<file path="src/rtl/ex_fwd_hazard_alu_pkg.sv">
// Shared constants for the EX-stage forwarding/hazard/ALU slice.
// Opcodes, forwarding-select codes, widths and the ALU flag bundle.
package ex_fwd_hazard_alu_pkg;

  localparam int DATA_W = 32;
  localparam int REG_AW = 4;
  localparam int OP_W   = 5;
  localparam int SHAMT_W = 5;

  localparam logic [1:0] FWD_REG   = 2'b00;
  localparam logic [1:0] FWD_WB    = 2'b01;
  localparam logic [1:0] FWD_EXMEM = 2'b10;

  localparam logic [4:0] OP_ADD   = 5'b00000;
  localparam logic [4:0] OP_SUB   = 5'b00001;
  localparam logic [4:0] OP_AND   = 5'b00010;
  localparam logic [4:0] OP_OR    = 5'b00011;
  localparam logic [4:0] OP_XOR   = 5'b00100;
  localparam logic [4:0] OP_NOTA  = 5'b00101;
  localparam logic [4:0] OP_SLL   = 5'b00110;
  localparam logic [4:0] OP_SRL   = 5'b00111;
  localparam logic [4:0] OP_SRA   = 5'b01000;
  localparam logic [4:0] OP_SLT   = 5'b01001;
  localparam logic [4:0] OP_PASSB = 5'b01010;
  localparam logic [4:0] OP_PASSA = 5'b01011;

  typedef struct packed {
    logic zero;
    logic overflow;
    logic carry;
  } aluFlags_t;

endpackage

</file>
<file path="src/rtl/ex_fwd_hazard_alu_alu.sv">
// Combinational ALU core (alu_core) for the EX stage.
// Carry is add carry-out or subtract borrow; overflow only for add/sub.
module alu_core
  import ex_fwd_hazard_alu_pkg::*;
#(
  parameter int DATA_W = 32,
  parameter int OP_W   = 5
) (
  input  logic [DATA_W-1:0] a,
  input  logic [DATA_W-1:0] b,
  input  logic [OP_W-1:0]   op,
  output logic [DATA_W-1:0] result,
  output logic              zero,
  output logic              overflow,
  output logic              carry
);

  logic [DATA_W:0]    sum;
  logic [DATA_W:0]    diff;
  logic [SHAMT_W-1:0] shamt;
  logic               lessThan;

  assign sum      = {1'b0, a} + {1'b0, b};
  assign diff     = {1'b0, a} - {1'b0, b};
  assign shamt    = b[SHAMT_W-1:0];
  assign lessThan = $signed(a) < $signed(b);

  // Result and status flag selection by opcode
  always_comb begin
    result   = '0;
    overflow = 1'b0;
    carry    = 1'b0;
    case (op)
      OP_ADD: begin
        result   = sum[DATA_W-1:0];
        carry    = sum[DATA_W];
        overflow = (a[DATA_W-1] == b[DATA_W-1]) &&
                   (sum[DATA_W-1] != a[DATA_W-1]);
      end
      OP_SUB: begin
        result   = diff[DATA_W-1:0];
        carry    = diff[DATA_W];
        overflow = (a[DATA_W-1] != b[DATA_W-1]) &&
                   (diff[DATA_W-1] != a[DATA_W-1]);
      end
      OP_AND:   result = a & b;
      OP_OR:    result = a | b;
      OP_XOR:   result = a ^ b;
      OP_NOTA:  result = ~a;
      OP_SLL:   result = a << shamt;
      OP_SRL:   result = a >> shamt;
      OP_SRA:   result = $signed(a) >>> shamt;
      OP_SLT:   result = {{(DATA_W-1){1'b0}}, lessThan};
      OP_PASSB: result = b;
      OP_PASSA: result = a;
      default:  result = '0;
    endcase
  end

  assign zero = (result == '0);

endmodule

</file>
<file path="src/rtl/ex_fwd_hazard_alu.sv">
// EX stage: operand forwarding, load-use/branch hazard control, ALU.
// Flag register is built only when ULA_FLAGS_REG_EN is defined.
module ex_fwd_hazard_alu
  import ex_fwd_hazard_alu_pkg::*;
#(
  parameter int DATA_W = 32,
  parameter int REG_AW = 4,
  parameter int OP_W   = 5
) (
  input  logic              clock,
  input  logic              reset,
  input  logic [REG_AW-1:0] id_ex_registerA,
  input  logic [REG_AW-1:0] id_ex_registerB,
  input  logic [DATA_W-1:0] id_ex_dataA,
  input  logic [DATA_W-1:0] id_ex_dataB,
  input  logic [DATA_W-1:0] id_ex_extended,
  input  logic              id_ex_ALUSrc,
  input  logic [OP_W-1:0]   id_ex_ALUOp,
  input  logic              ex_mem_regWrite,
  input  logic [REG_AW-1:0] ex_mem_registerRD,
  input  logic [DATA_W-1:0] ex_mem_ALUResult,
  input  logic              mem_wb_regWrite,
  input  logic [REG_AW-1:0] mem_wb_registerRD,
  input  logic [DATA_W-1:0] wb_data,
  input  logic              id_ex_memRead,
  input  logic [REG_AW-1:0] id_ex_registerRD,
  input  logic [REG_AW-1:0] if_id_registerA,
  input  logic [REG_AW-1:0] if_id_registerB,
  input  logic              branch,
  output logic [1:0]        forwardA,
  output logic [1:0]        forwardB,
  output logic [DATA_W-1:0] ALUResult,
  output logic              zero,
  output logic              overflow,
  output logic              carry,
  output logic [2:0]        flags,
  output logic              enablePC,
  output logic              muxSelector
);

  logic [DATA_W-1:0] operandA;
  logic [DATA_W-1:0] operandB;
  logic              loadUse;

  // Forwarding select: youngest producer (EX/MEM) wins, reg 0 included
  always_comb begin
    forwardA = FWD_REG;
    forwardB = FWD_REG;
    if (ex_mem_regWrite && ex_mem_registerRD == id_ex_registerA)
      forwardA = FWD_EXMEM;
    else if (mem_wb_regWrite && mem_wb_registerRD == id_ex_registerA)
      forwardA = FWD_WB;
    if (ex_mem_regWrite && ex_mem_registerRD == id_ex_registerB)
      forwardB = FWD_EXMEM;
    else if (mem_wb_regWrite && mem_wb_registerRD == id_ex_registerB)
      forwardB = FWD_WB;
  end

  // Operand muxes; immediate overrides any forwarding on B
  always_comb begin
    operandA = id_ex_dataA;
    operandB = id_ex_dataB;
    case (forwardA)
      FWD_WB:    operandA = wb_data;
      FWD_EXMEM: operandA = ex_mem_ALUResult;
      default:   operandA = id_ex_dataA;
    endcase
    case (forwardB)
      FWD_WB:    operandB = wb_data;
      FWD_EXMEM: operandB = ex_mem_ALUResult;
      default:   operandB = id_ex_dataB;
    endcase
    if (id_ex_ALUSrc)
      operandB = id_ex_extended;
  end

  assign loadUse = id_ex_memRead &&
                   (id_ex_registerRD == if_id_registerA ||
                    id_ex_registerRD == if_id_registerB);

  // Hazard control: a taken branch flushes and beats a load-use stall
  always_comb begin
    enablePC    = 1'b1;
    muxSelector = 1'b0;
    if (branch) begin
      enablePC    = 1'b1;
      muxSelector = 1'b1;
    end else if (loadUse) begin
      enablePC    = 1'b0;
      muxSelector = 1'b1;
    end
  end

  alu_core #(
    .DATA_W (DATA_W),
    .OP_W   (OP_W)
  ) u_alu (
    .a        (operandA),
    .b        (operandB),
    .op       (id_ex_ALUOp),
    .result   (ALUResult),
    .zero     (zero),
    .overflow (overflow),
    .carry    (carry)
  );

`ifdef ULA_FLAGS_REG_EN
  aluFlags_t flagsQ;

  // Capture ALU status every cycle; reset clears it
  always_ff @(posedge clock) begin
    if (reset)
      flagsQ <= '0;
    else
      flagsQ <= '{zero: zero, overflow: overflow, carry: carry};
  end

  assign flags = flagsQ;
`else
  assign flags = 3'b000;
`endif

endmodule

</file>
<file path="config.mk">
export PLATFORM = sky130hd
export DESIGN_NAME = ex_fwd_hazard_alu
export DESIGN_NICKNAME = d
export VERILOG_FILES = /design/src/rtl/ex_fwd_hazard_alu_pkg.sv /design/src/rtl/ex_fwd_hazard_alu_alu.sv /design/src/rtl/ex_fwd_hazard_alu.sv
export SDC_FILE = /design/constraint.sdc
export NUM_CORES = 1
export LEC_CHECK = 0
export ABC_AREA = 1
export CAP_MARGIN = 20
export CORE_AREA = 2 2 161 163
export DETAILED_ROUTE_END_ITERATION = 10
export DIE_AREA = 0 0 163 165
export PLACE_DENSITY = 0.8
export SYNTH_ARGS = -nofsm -noshare
export SYNTH_HDL_FRONTEND = slang
export SYNTH_SLANG_ARGS = --single-unit
</file>
<file path="constraint.sdc">
create_clock -name vclk -period 5.8
set_input_delay 1.16 -clock vclk [all_inputs]
set_output_delay 1.16 -clock vclk [all_outputs]
set_load 0.02 [all_outputs]
</file>
==> flow_metrics.env, run 1 <==
export IMPL_status="aborted with a tool error"
export IMPL_lastStage="5_1_grt"
export IMPL_stop_error="[ERROR GRT-0116] Global routing finished with congestion. Check the congestion regions in the DRC Viewer."
export IMPL_rows=58
export IMPL_io_pins=244
export IMPL_dp_cells=3401
export IMPL_start_util_pct=49.58
export IMPL_synth_warnings=0
export IMPL_grt_total_usage_pct=86.94
export IMPL_grt_pass1_wl_um=180200
export IMPL_overflow=443
export IMPL_synth_cell_types=60
export IMPL_cts_hold_buf=0
export IMPL_dp_hpwl_um=56670
export IMPL_ys_seq_area_share_pct=0
export IMPL_synth_area_top_cells="nand2_1 19%, nand3_1 18%, ha_1 9.8%, inv_1 7.7%, a21oi_1 7.3%"
export IMPL_gp_congestion=1.246
export IMPL_port_buffers=239
export IMPL_synth_area_sq_um=12410
export IMPL_die_width_um=163
export IMPL_synthCells=2406
export IMPL_die_h_um=165
export IMPL_synth_area_leader_cell="nand2_1"
export IMPL_grt_pass1_vias=28600
export IMPL_synth_avg_cell_area_sq_um=5.159
export IMPL_yosys_area_top_type_share_pct=18.60
export IMPL_grt_max_degree=73
==> timing repair <==
item,in CTS
resized for setup,678
pin swaps,173
setup endpoints to repair,35
setup buffers,93
endpoints found under the hold margin,0
cloned,8
==> metal layers <==
metal / global-route usage (%) / GRT overflow
met1: 81.48 / 48
met2: 99.67 / 229
met3: 80.19 / 28
met5: 64.39 / 5
met4: 90.55 / 133
==> cell families after synthesis <==
family                     after synthesis  synth area share [%]
and+or+nand+nor                       1436                 53.62
AOI/OAI and AO/OA                      453                 21.29
buffers and inverters                  402                 13.90
adders and majority gates               99                 10.10
xor gates and xnor gates                15                 1.058
other                                    1               0.03021
==> synthesized netlist by cell type (all sizes together), types with 4 or more instances <==
cell,count
nand2,626
nand3,475
inv,270
nor2,204
a21oi,180
o21ai,133
ha,97
buf,78
clkbuf,52
nand3b,51
o22ai,33
nand4,27
nor3,21
o211ai,18
or2,18
a221oi,11
nor4,11
o2111ai,11
o21a,11
o221ai,11
xor2,9
o21bai,8
a22oi,6
xnor2,6
a21o,5
a31oi,5
a32o,4
==> through the flow <==
| stage | area [sq um] | setup slack [ns] | TNS (ns) |
|---|---|---|---|
| 3_3_place_gp | 18810 | -1.801 | -37.30 |
| 3_5_place_dp | 18810 | -1.827 | -41.43 |
| 4_1_cts | 21140 | -0.3746 | -2.202 |
| 2_1_floorplan | 12480 | 0.00006262 | 0 |
==> run 2: changes to the inputs <==
--- a/config.mk
+++ b/config.mk
@@ -7,10 +7,10 @@
 export LEC_CHECK = 0
 export ABC_AREA = 1
 export CAP_MARGIN = 20
-export CORE_AREA = 2 2 161 163
+export CORE_AREA = 2 2 192 194
 export DETAILED_ROUTE_END_ITERATION = 10
-export DIE_AREA = 0 0 163 165
-export PLACE_DENSITY = 0.8
+export DIE_AREA = 0 0 194 196
+export PLACE_DENSITY_LB_ADDON = 0.15
 export SYNTH_ARGS = -nofsm -noshare
 export SYNTH_HDL_FRONTEND = slang
 export SYNTH_SLANG_ARGS = --single-unit
==> constraint.sdc (replaced) <==
create_clock -name vclk -period 7.5
set_input_delay 1.5 -clock vclk [all_inputs]
set_output_delay 1.5 -clock vclk [all_outputs]
set_load 0.02 [all_outputs]
==> run 2 against run 1 <==
Net effect: the flow now finishes without violations; area after synthesis unchanged; synthesized cell count unchanged.
==> flow_metrics.env, run 2 <==
export IMPL_slew_headroom_pct=40.04
export IMPL_dieArea_sq_um=38020
export IMPL_p_total_mw=2.257
export IMPL_grt_pass1_vias=19210
export IMPL_avgRoutedWirePerCell_um=22.58
export IMPL_die_h_um=196
export IMPL_synth_area_leader_cell="nand2_1"
export IMPL_maxCapViolCount=0
export IMPL_antenna_found_initial=0
export IMPL_synth_avg_cell_area_sq_um=5.159
export IMPL_viasPerCell=5.755
export IMPL_grt_util_met3_pct=6.876
export IMPL_die_width_um=194
export IMPL_design_area_sq_um=20280
export IMPL_fin_crit_sh_pct=98.34
export IMPL_fillCellCount=3752
export IMPL_start_kind="primary input"
export IMPL_diodes=0
export IMPL_grt_total_usage_pct=39.46
export IMPL_synth_common_cells="615 x nand2_1, 439 x nand3_1, 254 x inv_1"
export IMPL_critPathRequiredTime_ns=6.00
export IMPL_gp_congestion=1.033
export IMPL_power_leakage_nw=10.28
export IMPL_seq_cells=0
export IMPL_drc_errors=0
export IMPL_drtIter0Drc=2087
export IMPL_regArea_sq_um=0
export IMPL_grt_busiest_layer="met2"
export IMPL_critPathSlowestCell="nor4_2"
export IMPL_final_common_cell="nand2_1"
export IMPL_grt_max_degree=73
export IMPL_slew_viol_final=0
export IMPL_fin_util_pct=56.19
export IMPL_crit_path_frequent_cell="buf_4"
export IMPL_hold_violations=0
export IMPL_fmax_ghz=0.1356
export IMPL_use_met2_pct=62.20
export IMPL_ant_nets=0
export IMPL_area_delta_synth_final_pct=63.36
export IMPL_status="finished clean"
export IMPL_hold_path_class="in -> out"
export IMPL_port_buffers=239
export IMPL_ys_seq_area_share_pct=0
export IMPL_core_sq_um=36080
export IMPL_worstSetupPathType="in -> out"
export IMPL_synth_most_common_cell="nand2_1"
export IMPL_grt_pass1_wl_um=115700
export IMPL_cp_end_kind="primary output"
export IMPL_worst_pin_slew_ns=0.8984
export IMPL_rows=70
export IMPL_num_vias=20400
export IMPL_synth_area_top_cells="nand2_1 19%, nand3_1 18%, ha_1 9.8%, inv_1 7.7%, a21oi_1 7.3%"
export IMPL_critPathMaxStageDelay_ns=0.32
export IMPL_dp_hpwl_um=64580
export IMPL_crit_fanout=5
export IMPL_finalSetupViolCount=0
export IMPL_cp_arrival_ns=5.88
export IMPL_fin_nets=3377
export IMPL_layout_common_cells="584 x nand2_1, 533 x buf_4, 420 x nand3_1, 235 x inv_1, 194 x clkdlybuf4s50_1"
export IMPL_synth_area_sq_um=12410
export IMPL_drive_gt1_share_pct=28.67
export IMPL_start_util_pct=34.40
export IMPL_ir_drop_v=0.00005135
export IMPL_io_pins=244
export IMPL_drt_wl_total_um=80030
export IMPL_power_density_nw_per_um2=111.3
export IMPL_synthCells=2406
export IMPL_clkbuf_count=0
export IMPL_min_period_ns=7.375
export IMPL_synth_cell_types=60
export IMPL_yosys_area_top_type_share_pct=18.60
export IMPL_overflow=0
export IMPL_setup_tns_final_ns=0
export IMPL_synth_warnings=0
export IMPL_dpl_cell_area_sq_um=18850
export IMPL_drtPass1Iterations=8
export IMPL_use_met1_pct=50.88
run 2: cell counts after synthesis:
Identical to the previous run, type by type.
run 2: kinds of logic after synthesis:
group	Yosys count	share of synthesized area, %
AND/OR/NAND/NOR	1436	53.62
AO/OA/AOI/OAI	453	21.29
buffers and inverters	402	13.90
adder cells (fa/ha/maj)	99	10.10
XOR/XNOR	15	1.058
other	1	0.03021
run 2: final cells by class:
type,count,area (sq um),area share [%]
multi-input cells,2007,11840,58.40
well taps,468,585.6,2.888
inverters,272,1041,5.134
repair buffers,797,6808,33.58
run 2: timing repair:
action / in CTS / in global routing
buffers inserted: 2 / 20
pin swaps: 13 / 94
gates cloned: 1 / 3
hold buffers: 0 / 0
resized for setup: 136 / 234
setup endpoints to repair: 30 / 33
run 2: per-layer routing:
metal,vias up,part of all wire [%]
met3,224,10
met1,9453,40
met5,-,0
met4,0,7.0
met2,1233,43
li1,9485,-
run 2: power by group:
part / leakage, nW / internal [mW] / switching [mW] / total [mW]
sequential: 0 / 0 / 0 / 0
combinational: 10.3 / 0.970 / 1.29 / 2.26
clock: 0 / 0 / 0 / 0
run 2: final timing paths:
path                          end                from  slack (ns)  depth (start not counted)
worst max-delay path         zero  id_ex_registerB[0]        0.12                         33
worst min-delay path  muxSelector              branch        4.03                          4
run 2: worst max-delay path: cells and delay by family:
kind                       cells  cell delay [ns]
AOI/OAI and AO/OA              5             0.77
and+or+nand+nor               16             1.91
buffers and inverters         11             1.43
adders and majority gates      1             0.25
run 2: metrics by stage:
step	setup WS (ns)	cells	hold slack, ns
after CTS	-0.1365	3521	4.041
final	0.1247	3544	4.035
after global placement	-0.9781	3518	4.034
after global routing	-0.07846	3544	4.090
after detailed placement	-0.9825	3518	4.039
after floorplan	0.7189	2408	3.168
No activity file was read; power rests on OpenSTA's default activity.
